===== config.mk =====
export PLATFORM = sky130hd
export DESIGN_NAME = reg_wb_arbiter
export DESIGN_NICKNAME = d
export VERILOG_FILES = /design/src/rtl/reg_wb_pkg.sv /design/src/rtl/wb_slot.sv /design/src/rtl/reg_wb_arbiter.sv
export SDC_FILE = /design/constraint.sdc
export NUM_CORES = 1
export LEC_CHECK = 0
export CORE_MARGIN = 5
export CORE_UTILIZATION = 30
export DETAILED_ROUTE_END_ITERATION = 16
export RECOVER_POWER = 100
export SLEW_MARGIN = 20
export SYNTH_ARGS = -nofsm -noshare
export SYNTH_HDL_FRONTEND = slang
export SYNTH_HIERARCHICAL = 1
export SYNTH_SLANG_ARGS = --single-unit

===== constraint.sdc =====
create_clock -name CLK -period 2.2 [get_ports CLK]
set_input_delay 0.55 -clock CLK [delete_from_list [all_inputs] [get_ports CLK]]
set_output_delay 0.55 -clock CLK [all_outputs]
set_load 0.02 [all_outputs]

===== src/rtl/reg_wb_pkg.sv =====
// Shared widths, source ids and slot payload type for the register-file writeback arbiter.
package reg_wb_pkg;

    localparam int unsigned DATA_W   = 8;
    localparam int unsigned ADDR_W   = 3;
    localparam int unsigned NUM_REGS = 2 ** ADDR_W;
    localparam int unsigned CNT_W    = 16;

    typedef enum logic {
        WB_ALU = 1'b0,
        WB_MEM = 1'b1
    } wb_port_e;

    typedef struct packed {
        logic              valid;
        logic [ADDR_W-1:0] addr;
        logic [DATA_W-1:0] data;
    } wb_slot_t;

endpackage


===== src/rtl/wb_slot.sv =====
// One-entry writeback holding slot: accepts on valid/ready, empties when the arbiter drains it.
module wb_slot #(
    parameter int unsigned DATA_W = reg_wb_pkg::DATA_W,
    parameter int unsigned ADDR_W = reg_wb_pkg::ADDR_W
) (
    input  logic              CLK,
    input  logic              RESET,
    input  logic              in_valid,
    input  logic [ADDR_W-1:0] in_addr,
    input  logic [DATA_W-1:0] in_data,
    input  logic              drain,
    output logic              ready_c,
    output logic              valid,
    output logic [ADDR_W-1:0] addr,
    output logic [DATA_W-1:0] data
);

    logic accept_c;

    // A slot being drained this cycle can take a new entry on the same edge.
    assign ready_c  = !RESET && (!valid || drain);
    assign accept_c = in_valid && ready_c;

    always_ff @(posedge CLK) begin
        if (RESET) begin
            valid <= 1'b0;
            addr  <= '0;
            data  <= '0;
        end else if (accept_c) begin
            valid <= 1'b1;
            addr  <= in_addr;
            data  <= in_data;
        end else if (drain) begin
            valid <= 1'b0;
        end
    end

endmodule


===== src/rtl/reg_wb_arbiter.sv =====
// Arbitrates ALU and load writebacks onto the single register-file write port.
// Optional REG_WB_STATS_EN adds saturating per-source grant counters.
module reg_wb_arbiter #(
    parameter int unsigned DATA_W   = reg_wb_pkg::DATA_W,
    parameter int unsigned ADDR_W   = reg_wb_pkg::ADDR_W,
    parameter int unsigned MAX_WAIT = 3
) (
    input  logic                    CLK,
    input  logic                    RESET,
    input  logic                    ALU_VALID,
    output logic                    ALU_READY,
    input  logic [ADDR_W-1:0]       ALU_ADDR,
    input  logic [DATA_W-1:0]       ALU_DATA,
    input  logic                    MEM_VALID,
    output logic                    MEM_READY,
    input  logic [ADDR_W-1:0]       MEM_ADDR,
    input  logic [DATA_W-1:0]       MEM_DATA,
    output logic                    RF_WRITE,
    output logic [ADDR_W-1:0]       RF_INADDRESS,
    output logic [DATA_W-1:0]       RF_IN,
    output logic [(2**ADDR_W)-1:0]  PENDING_MASK
`ifdef REG_WB_STATS_EN
    ,
    output logic [15:0]             ALU_WR_CNT,
    output logic [15:0]             MEM_WR_CNT
`endif
);

    import reg_wb_pkg::*;

    localparam int unsigned WAIT_W = (MAX_WAIT > 0) ? $clog2(MAX_WAIT + 1) : 1;

    logic              alu_valid;
    logic [ADDR_W-1:0] alu_addr;
    logic [DATA_W-1:0] alu_data;
    logic              mem_valid;
    logic [ADDR_W-1:0] mem_addr;
    logic [DATA_W-1:0] mem_data;

    logic              grant_alu_c;
    logic              grant_mem_c;
    logic              alu_accept_c;
    logic              mem_accept_c;
    logic              mem_hold_c;
    wb_port_e          age_q;
    logic [WAIT_W-1:0] alu_wait_q;

    wb_slot #(.DATA_W(DATA_W), .ADDR_W(ADDR_W)) u_alu_slot (
        .CLK      (CLK),
        .RESET    (RESET),
        .in_valid (ALU_VALID),
        .in_addr  (ALU_ADDR),
        .in_data  (ALU_DATA),
        .drain    (grant_alu_c),
        .ready_c  (ALU_READY),
        .valid    (alu_valid),
        .addr     (alu_addr),
        .data     (alu_data)
    );

    wb_slot #(.DATA_W(DATA_W), .ADDR_W(ADDR_W)) u_mem_slot (
        .CLK      (CLK),
        .RESET    (RESET),
        .in_valid (MEM_VALID),
        .in_addr  (MEM_ADDR),
        .in_data  (MEM_DATA),
        .drain    (grant_mem_c),
        .ready_c  (MEM_READY),
        .valid    (mem_valid),
        .addr     (mem_addr),
        .data     (mem_data)
    );

    assign alu_accept_c = ALU_VALID && ALU_READY;
    assign mem_accept_c = MEM_VALID && MEM_READY;
    assign mem_hold_c   = mem_valid && !grant_mem_c;

    // Same-address pairs retire oldest-first; otherwise loads win until the ALU has waited too long.
    always_comb begin
        grant_alu_c = 1'b0;
        grant_mem_c = 1'b0;
        if (alu_valid && mem_valid) begin
            if (alu_addr == mem_addr) begin
                grant_alu_c = (age_q == WB_ALU);
                grant_mem_c = (age_q == WB_MEM);
            end else if (alu_wait_q == WAIT_W'(MAX_WAIT)) begin
                grant_alu_c = 1'b1;
            end else begin
                grant_mem_c = 1'b1;
            end
        end else begin
            grant_alu_c = alu_valid;
            grant_mem_c = mem_valid;
        end
    end

    always_ff @(posedge CLK) begin
        if (RESET) begin
            RF_WRITE     <= 1'b0;
            RF_INADDRESS <= '0;
            RF_IN        <= '0;
            alu_wait_q   <= '0;
            age_q        <= WB_ALU;
        end else begin
            RF_WRITE <= grant_alu_c || grant_mem_c;
            if (grant_alu_c) begin
                RF_INADDRESS <= alu_addr;
                RF_IN        <= alu_data;
            end else if (grant_mem_c) begin
                RF_INADDRESS <= mem_addr;
                RF_IN        <= mem_data;
            end

            if (!alu_valid || grant_alu_c) begin
                alu_wait_q <= '0;
            end else if (alu_wait_q != WAIT_W'(MAX_WAIT)) begin
                alu_wait_q <= alu_wait_q + WAIT_W'(1);
            end

            // age_q names the slot holding the older entry; a same-edge double load favours the ALU.
            if (alu_accept_c && !mem_accept_c) begin
                age_q <= mem_hold_c ? WB_MEM : WB_ALU;
            end else if (mem_accept_c) begin
                age_q <= WB_ALU;
            end
        end
    end

    always_comb begin
        PENDING_MASK = '0;
        if (alu_valid) begin
            PENDING_MASK[alu_addr] = 1'b1;
        end
        if (mem_valid) begin
            PENDING_MASK[mem_addr] = 1'b1;
        end
        if (RF_WRITE) begin
            PENDING_MASK[RF_INADDRESS] = 1'b1;
        end
    end

`ifdef REG_WB_STATS_EN
    always_ff @(posedge CLK) begin
        if (RESET) begin
            ALU_WR_CNT <= '0;
            MEM_WR_CNT <= '0;
        end else begin
            if (grant_alu_c && (ALU_WR_CNT != 16'hFFFF)) begin
                ALU_WR_CNT <= ALU_WR_CNT + 16'd1;
            end
            if (grant_mem_c && (MEM_WR_CNT != 16'hFFFF)) begin
                MEM_WR_CNT <= MEM_WR_CNT + 16'd1;
            end
        end
    end
`endif

endmodule

==> results.yml, run 1 <==
run_status:
  status: "complete, but fails checks"
  violations: "setup timing"
cts:
  cts_max_level: 2
  cts_hold_buf: 0
  cts_made_buffers: 5
  path_clk_slew_ns: 0.07
  cts-root-buf: "clkbuf_8"
  cts_tree: "yes"
  cts.sinks: 39
  clk_latency_ns: 0.29
  cts_buffer_depth: 2
critical_path:
  path_class: "reg2out"
  crit_slowest_cell: "dfxtp_2"
  crit_buf_inv: 1
  worstSetupStartpointType: "flop"
  cp-end-kind: "primary output"
  worstPathArrival_ns: 1.72
  crit_family: "compound AO/OA/AOI/OAI gates"
  slowest_delay_ns: 0.34
  crit_path_cell_trace: "xnor2_2, a31o_1, and2_4, o21a_1, nor2b_4, nor2_4, buf_6"
  required_ns: 1.65
  critPathMaxFanout: 4
synth:
  synth.distinct_cells: 39
  yosysSeqAreaShare: 0.3362
  yosys.area_share.adder: 0.005388
  synthMuxAreaShare: 0.1088
  syn_inst: 265
  synth.yosys.warnings: 6
  synthArstFlopShare: 0
  synthFlopType: "dfxtp_1"
  synthesis.nets: 292
  synth_top_family_by_area: "simple AND/OR/NAND/NOR gates"
  synth.cell_area_um2: 2322
  ys_ff_latch: 39
  synthSimpleGateAreaFrac: 0.2823
  synth-compound-area-share: 0.1837
  syn_area_per_cell_um2: 8.763
  synth.area.top_cells: "dfxtp_1 (34%), nand2b_1 (15%), mux2i_1 (9.9%)"
  synth_top_area_share: 0.3362
  synth-edff-count: 0
  synth_xor_area_frac: 0.01131
  yosys.area.top_type: "dfxtp_1"
placed_design:
  place.port_buffers: 47
  dp_hpwl_mm: 4.649
  gp_congestion: 0.7812
routing:
  postRouteAntennaNets: 0
  wl_per_cell_um: 14.52
  avgViaCountPerCell: 4.897
  totalWireLength_mm: 6.375
  vias: 2150
  route.detailed.drc: 0
  drt_iter0_markers: 131
  firstDrtPassIters: 4
power_and_ir_drop:
  p_switching_uw: 587.8
  p_int_mw: 1.360
  clkPwrFrac: 0.275
  powerDensity_nw_per_um2: 604.2
  seq_power_share: 0.416
  p_sw_frac: 0.3017
  power_frac_comb: 0.309
  leakagePower_nw: 1.229
  peakVddDrop_uv: 377.0
final_layout:
  drive_above_1_share: 0.2196
  fin_util: 0.4216
  n_antenna_cell: 0
  final_nets: 363
  syn_to_final_growth_pct: 38.85
  mostFrequentLayoutCell: "nand2b_1"
  fill_cells: 780
  layout_common_cells: "nand2b_1 (55), clkdlybuf4s50_1 (37), buf_4 (37)"
grt:
  antenna_found_initial: 0
  grt-ovfl-total: 0
  grt_pass1_vias: 2185
  grt_max_degree: 28
  grt_usage: 0.1288
  grt_pass1_wl_mm: 10.21
floorplanning:
  die_h_um: 97.98
  rows: 32
  io_pins: 48
  die_w_um: 97.98
  core_area_um2: 7647
  initial_core_util: 0.3037
  die_area_um2: 9600
flow_run:
  max_cap_violations: 0
sta:
  fmax_mhz: 441.4
  timing.final.crit_period_ns: 2.266
  fin_tns_setup_ns: -0.1203
  fin_skew_ns: 0.005994
  hold_violations: 0
  min_period_over_period: 1.030
  slew_headroom: 0.7171
  setup_violations: 2
  finalWorstSetupSlack_ns: -0.06550
  final_max_slew_viol_count: 0
  rsz0062_at_grt: "true"
  tightest_slew_ns: 0.4234
min_path:
  hp-class: "reg2reg"
## path summary, 6_finish.rpt
path,start,endpoint,slack [ns],cells after the start
setup / recovery,u_mem_slot/addr[2]$_SDFFE_PP0P_,ALU_READY,-0.07,7
hold / removal,u_mem_slot/data[2]$_SDFFE_PP0P_,u_mem_slot/data[2]$_SDFFE_PP0P_,0.47,2
setup reg to reg,u_mem_slot/addr[2]$_SDFFE_PP0P_,u_mem_slot/addr[1]$_SDFFE_PP0P_,0.23,8
hold reg to reg,u_mem_slot/data[2]$_SDFFE_PP0P_,u_mem_slot/data[2]$_SDFFE_PP0P_,0.47,2
## per-stage QoR
stage               std cells  area, um2  worst slack (ns)  power (mW)  hold WS, ns
floorplan                 265       2327           0.07440       1.166       0.4436
CTS                       431       3143           -0.2708       1.933       0.4746
finish                    439       3224          -0.06550       1.948       0.4697
detailed placement        423       3024           -0.3257       1.396       0.4616
global placement          423       3024           -0.3440       1.391       0.4569
global route              439       3224           -0.1272       2.043       0.4967
## cell usage after synthesis (4+ instances only)
library cell	n
o221ai_1	8
nor3b_1	4
nand2b_1	56
nand4b_1	4
o21a_1	10
o22ai_1	4
a21oi_1	10
nand2_1	8
clkbuf_1	11
nand4_1	6
mux2i_1	23
nor2_1	16
nand3_1	4
nor2b_4	4
a311oi_1	8
o311ai_0	4
dfxtp_1	39
inv_1	12
## power by group through the flow
| stage | Combinational (mW) | Clock (mW) | Sequential, mW |
|---|---|---|---|
| floorplan | 0.324 | 0 | 0.842 |
| global placement | 0.570 | 0 | 0.822 |
| detailed placement | 0.574 | 0 | 0.822 |
| CTS | 0.575 | 0.550 | 0.808 |
| global route | 0.649 | 0.576 | 0.819 |
| finish | 0.601 | 0.536 | 0.811 |
## worst min-delay path, delay by kind of cell (launching register included)
family           cells  cell delay (ns)
flip-flops           1             0.31
AND/OR/NAND/NOR      1             0.06
multiplexers         1             0.06
## sequential cells by signal, summed over array words and instances (netlist names)
signal / flops
RF_IN: 8
u_alu_slot/data: 8
u_mem_slot/data: 8
RF_INADDRESS: 3
u_alu_slot/addr: 3
u_mem_slot/addr: 3
alu_wait_q: 2
RF_WRITE: 1
age_q: 1
u_alu_slot/valid: 1
u_mem_slot/valid: 1
## cell type report
cell class              instances  area, um2  share of cell area
multi-input cells             193       1420              0.4404
flip-flops and latches         39      788.3              0.2445
repair buffers                 84      739.5              0.2293
well taps                     102      127.6             0.03958
clock buffers                   8      100.1             0.03104
inverters                      13      48.80             0.01513
## routing by layer
metal | vias to the layer above | track usage | part of all wire
met5 | - | 0 | 0
met1 | 1017 | 0.1518 | 0.45
met2 | 40 | 0.2319 | 0.50
met3 | 9 | 0.03071 | 0.033
li1 | 1084 | - | -
met4 | 0 | 0.03621 | 0.014
## logic make-up (layout without fill, tap and decap cells)
family                   count (synthesis)  count (layout)
AO/OA/AOI/OAI                           56              56
XOR/XNOR                                 3               3
adder cells (fa/ha/maj)                  1               1
buffers and inverters                   33             105
flip-flops                              39              39
multiplexers                            25              25
AND/OR/NAND/NOR                        108             108
## timing repair
action                                  in CTS  in global routing
pin swaps                                    0                  4
hold endpoints to repair                     0                  0
cloned                                       0                  0
setup buffers                                0                  8
resized for setup                           24                 26
endpoints found under the setup margin      10                 15
No activity file was read; power rests on OpenSTA's default activity.
==> run 2: changes to the inputs <==
Settings changed: SLEW_MARGIN 20 to unset.
==> results of run 2 <==
No change in the layout: final DEF, timing and power equal those of run 1.
==> run 3: changes to the inputs <==
Settings changed: MAX_ROUTING_LAYER set to met4.
==> results.yml, run 3 (synthesized netlist as in run 1, its figures left out) <==
run_status:
  status: "complete, but fails checks"
  violations: "setup timing"
routing:
  firstDrtPassIters: 4
  postRouteAntennaNets: 0
  route.detailed.drc: 0
  vias: 2149
  wl_per_cell_um: 14.55
  avgViaCountPerCell: 4.895
  drt_iter0_markers: 149
  totalWireLength_mm: 6.387
critical_path:
  r2r-end: "u_mem_slot/addr[1]$_SDFFE_PP0P_"
  crit_path_start: "u_mem_slot/addr[2]$_SDFFE_PP0P_"
  reg2reg_depth: 8
  worstSetupStartpointType: "flop"
  required_ns: 1.65
  timing.rr.start: "u_mem_slot/addr[2]$_SDFFE_PP0P_"
  cp-end-kind: "primary output"
  worstPathArrival_ns: 1.72
  crit_family: "compound AO/OA/AOI/OAI gates"
  crit_buf_inv: 1
  crit_path_cell_trace: "xnor2_2, a31o_1, and2_4, o21a_1, nor2b_4, nor2_4, buf_6"
  critPathMaxFanout: 4
  crit_slowest_cell: "dfxtp_2"
  slowest_delay_ns: 0.34
  path_class: "reg2out"
  worst-r2r-setup-slack_ns: 0.22
final_layout:
  n_antenna_cell: 0
  reg.largest.list: "RF_IN: 8 flops, u_alu_slot/data: 8 flops, u_mem_slot/data: 8 flops"
  fill_cells: 780
  final_nets: 363
  layout_common_cells: "nand2b_1 (55), clkdlybuf4s50_1 (37), buf_4 (37)"
  drive_above_1_share: 0.2196
  syn_to_final_growth_pct: 38.85
  mostFrequentLayoutCell: "nand2b_1"
floorplanning:
  core_area_um2: 7647
  die_area_um2: 9600
  die_h_um: 97.98
  initial_core_util: 0.3037
  io_pins: 48
  die_w_um: 97.98
  rows: 32
power_and_ir_drop:
  seq_power_share: 0.416
  p_sw_frac: 0.3015
  peakVddDrop_uv: 376.5
  clkPwrFrac: 0.275
  p_switching_uw: 587.1
  p_int_mw: 1.360
  power_frac_comb: 0.309
  powerDensity_nw_per_um2: 604.0
  leakagePower_nw: 1.229
placed_design:
  place.port_buffers: 47
  gp_congestion: 0.7919
  dp_hpwl_mm: 4.649
  dp_slack_ns: -0.3257
sta:
  slew_headroom: 0.7167
  fin_skew_ns: 0.006479
  timing.final.crit_period_ns: 2.268
  fin_tns_setup_ns: -0.1230
  tightest_slew_ns: 0.4240
  final_max_slew_viol_count: 0
  finalWorstSetupSlack_ns: -0.06819
  min_period_over_period: 1.031
  hold_violations: 0
  fmax_mhz: 440.9
  setup_violations: 2
  rsz0062_at_grt: "true"
grt:
  grt_pass1_vias: 2186
  antenna_found_initial: 0
  grt_pass1_wl_mm: 10.21
  grt-ovfl-total: 0
  grt_usage: 0.1327
  grt_max_degree: 28
cts:
  cts_max_level: 2
  cts_tree: "yes"
  cts-root-buf: "clkbuf_8"
  cts.sinks: 39
  cts_buffer_depth: 2
  cts_made_buffers: 5
  path_clk_slew_ns: 0.07
  cts_hold_buf: 0
  clk_latency_ns: 0.29
flow_run:
  max_cap_violations: 0
min_path:
  min_path_cells: 2
  hp-class: "reg2reg"
  min_to: "u_mem_slot/data[2]$_SDFFE_PP0P_"
  min-delay-start: "u_mem_slot/data[2]$_SDFFE_PP0P_"
[run 3: cell counts in the layout (fill, tap and decap cells not counted)]
Identical to the previous run, type by type.
[run 3: metal layers]
metal | GRT usage | share of wire | vias up
met5 | - | 0 | -
met4 | 0.03621 | 0.011 | 0
met3 | 0.02929 | 0.039 | 7
met2 | 0.2330 | 0.51 | 56
met1 | 0.1518 | 0.44 | 1002
li1 | - | - | 1084
[run 3: cell type report]
cell class	count	area (um2)	share of cell area
Inverter	13	48.80	0.01513
Tap cell	102	127.6	0.03958
Sequential cell	39	788.3	0.2445
Clock buffer	8	100.1	0.03104
Timing Repair Buffer	84	739.5	0.2293
Multi-Input combinational cell	193	1420	0.4404
[run 3: worst max path at each step]
| stage | end | depth (start not counted) |
|---|---|---|
| 2_1_floorplan | PENDING_MASK[4] | 3 |
| 3_3_place_gp | ALU_READY | 3 |
| 3_5_place_dp | ALU_READY | 3 |
| 4_1_cts | MEM_READY | 7 |
| 5_1_grt | ALU_READY | 7 |
| 6_report | ALU_READY | 7 |
[run 3: power groups by stage]
stage | Clock [mW] | Combinational, mW | Sequential (mW)
6_report | 0.535 | 0.602 | 0.810
5_1_grt | 0.576 | 0.648 | 0.819
4_1_cts | 0.550 | 0.575 | 0.808
3_5_place_dp | 0 | 0.574 | 0.822
3_3_place_gp | 0 | 0.570 | 0.822
2_1_floorplan | 0 | 0.324 | 0.842
[run 3: timing repair]
item,CTS,global route
gates resized for setup,24,26
setup buffers,0,8
endpoints found under the hold margin,0,0
pin swaps,0,4
endpoints found under the setup margin,10,15
[run 3: metrics by stage]
step	utilization	hold slack [ns]	cells	power [mW]	instance area (um2)
global placement	0.3955	0.4569	423	1.391	3024
detailed placement	0.3955	0.4616	423	1.396	3024
CTS	0.4110	0.4746	431	1.933	3143
floorplan	-	0.4436	265	1.166	2327
finish	0.4216	0.4703	439	1.947	3224
global route	0.4216	0.4967	439	2.042	3224
[run 3: tightest hold or removal path, cell delays in order (launching register included)]
cell	delay, ns
dfxtp_1	0.31
nand2b_1	0.06
mux2i_1	0.06
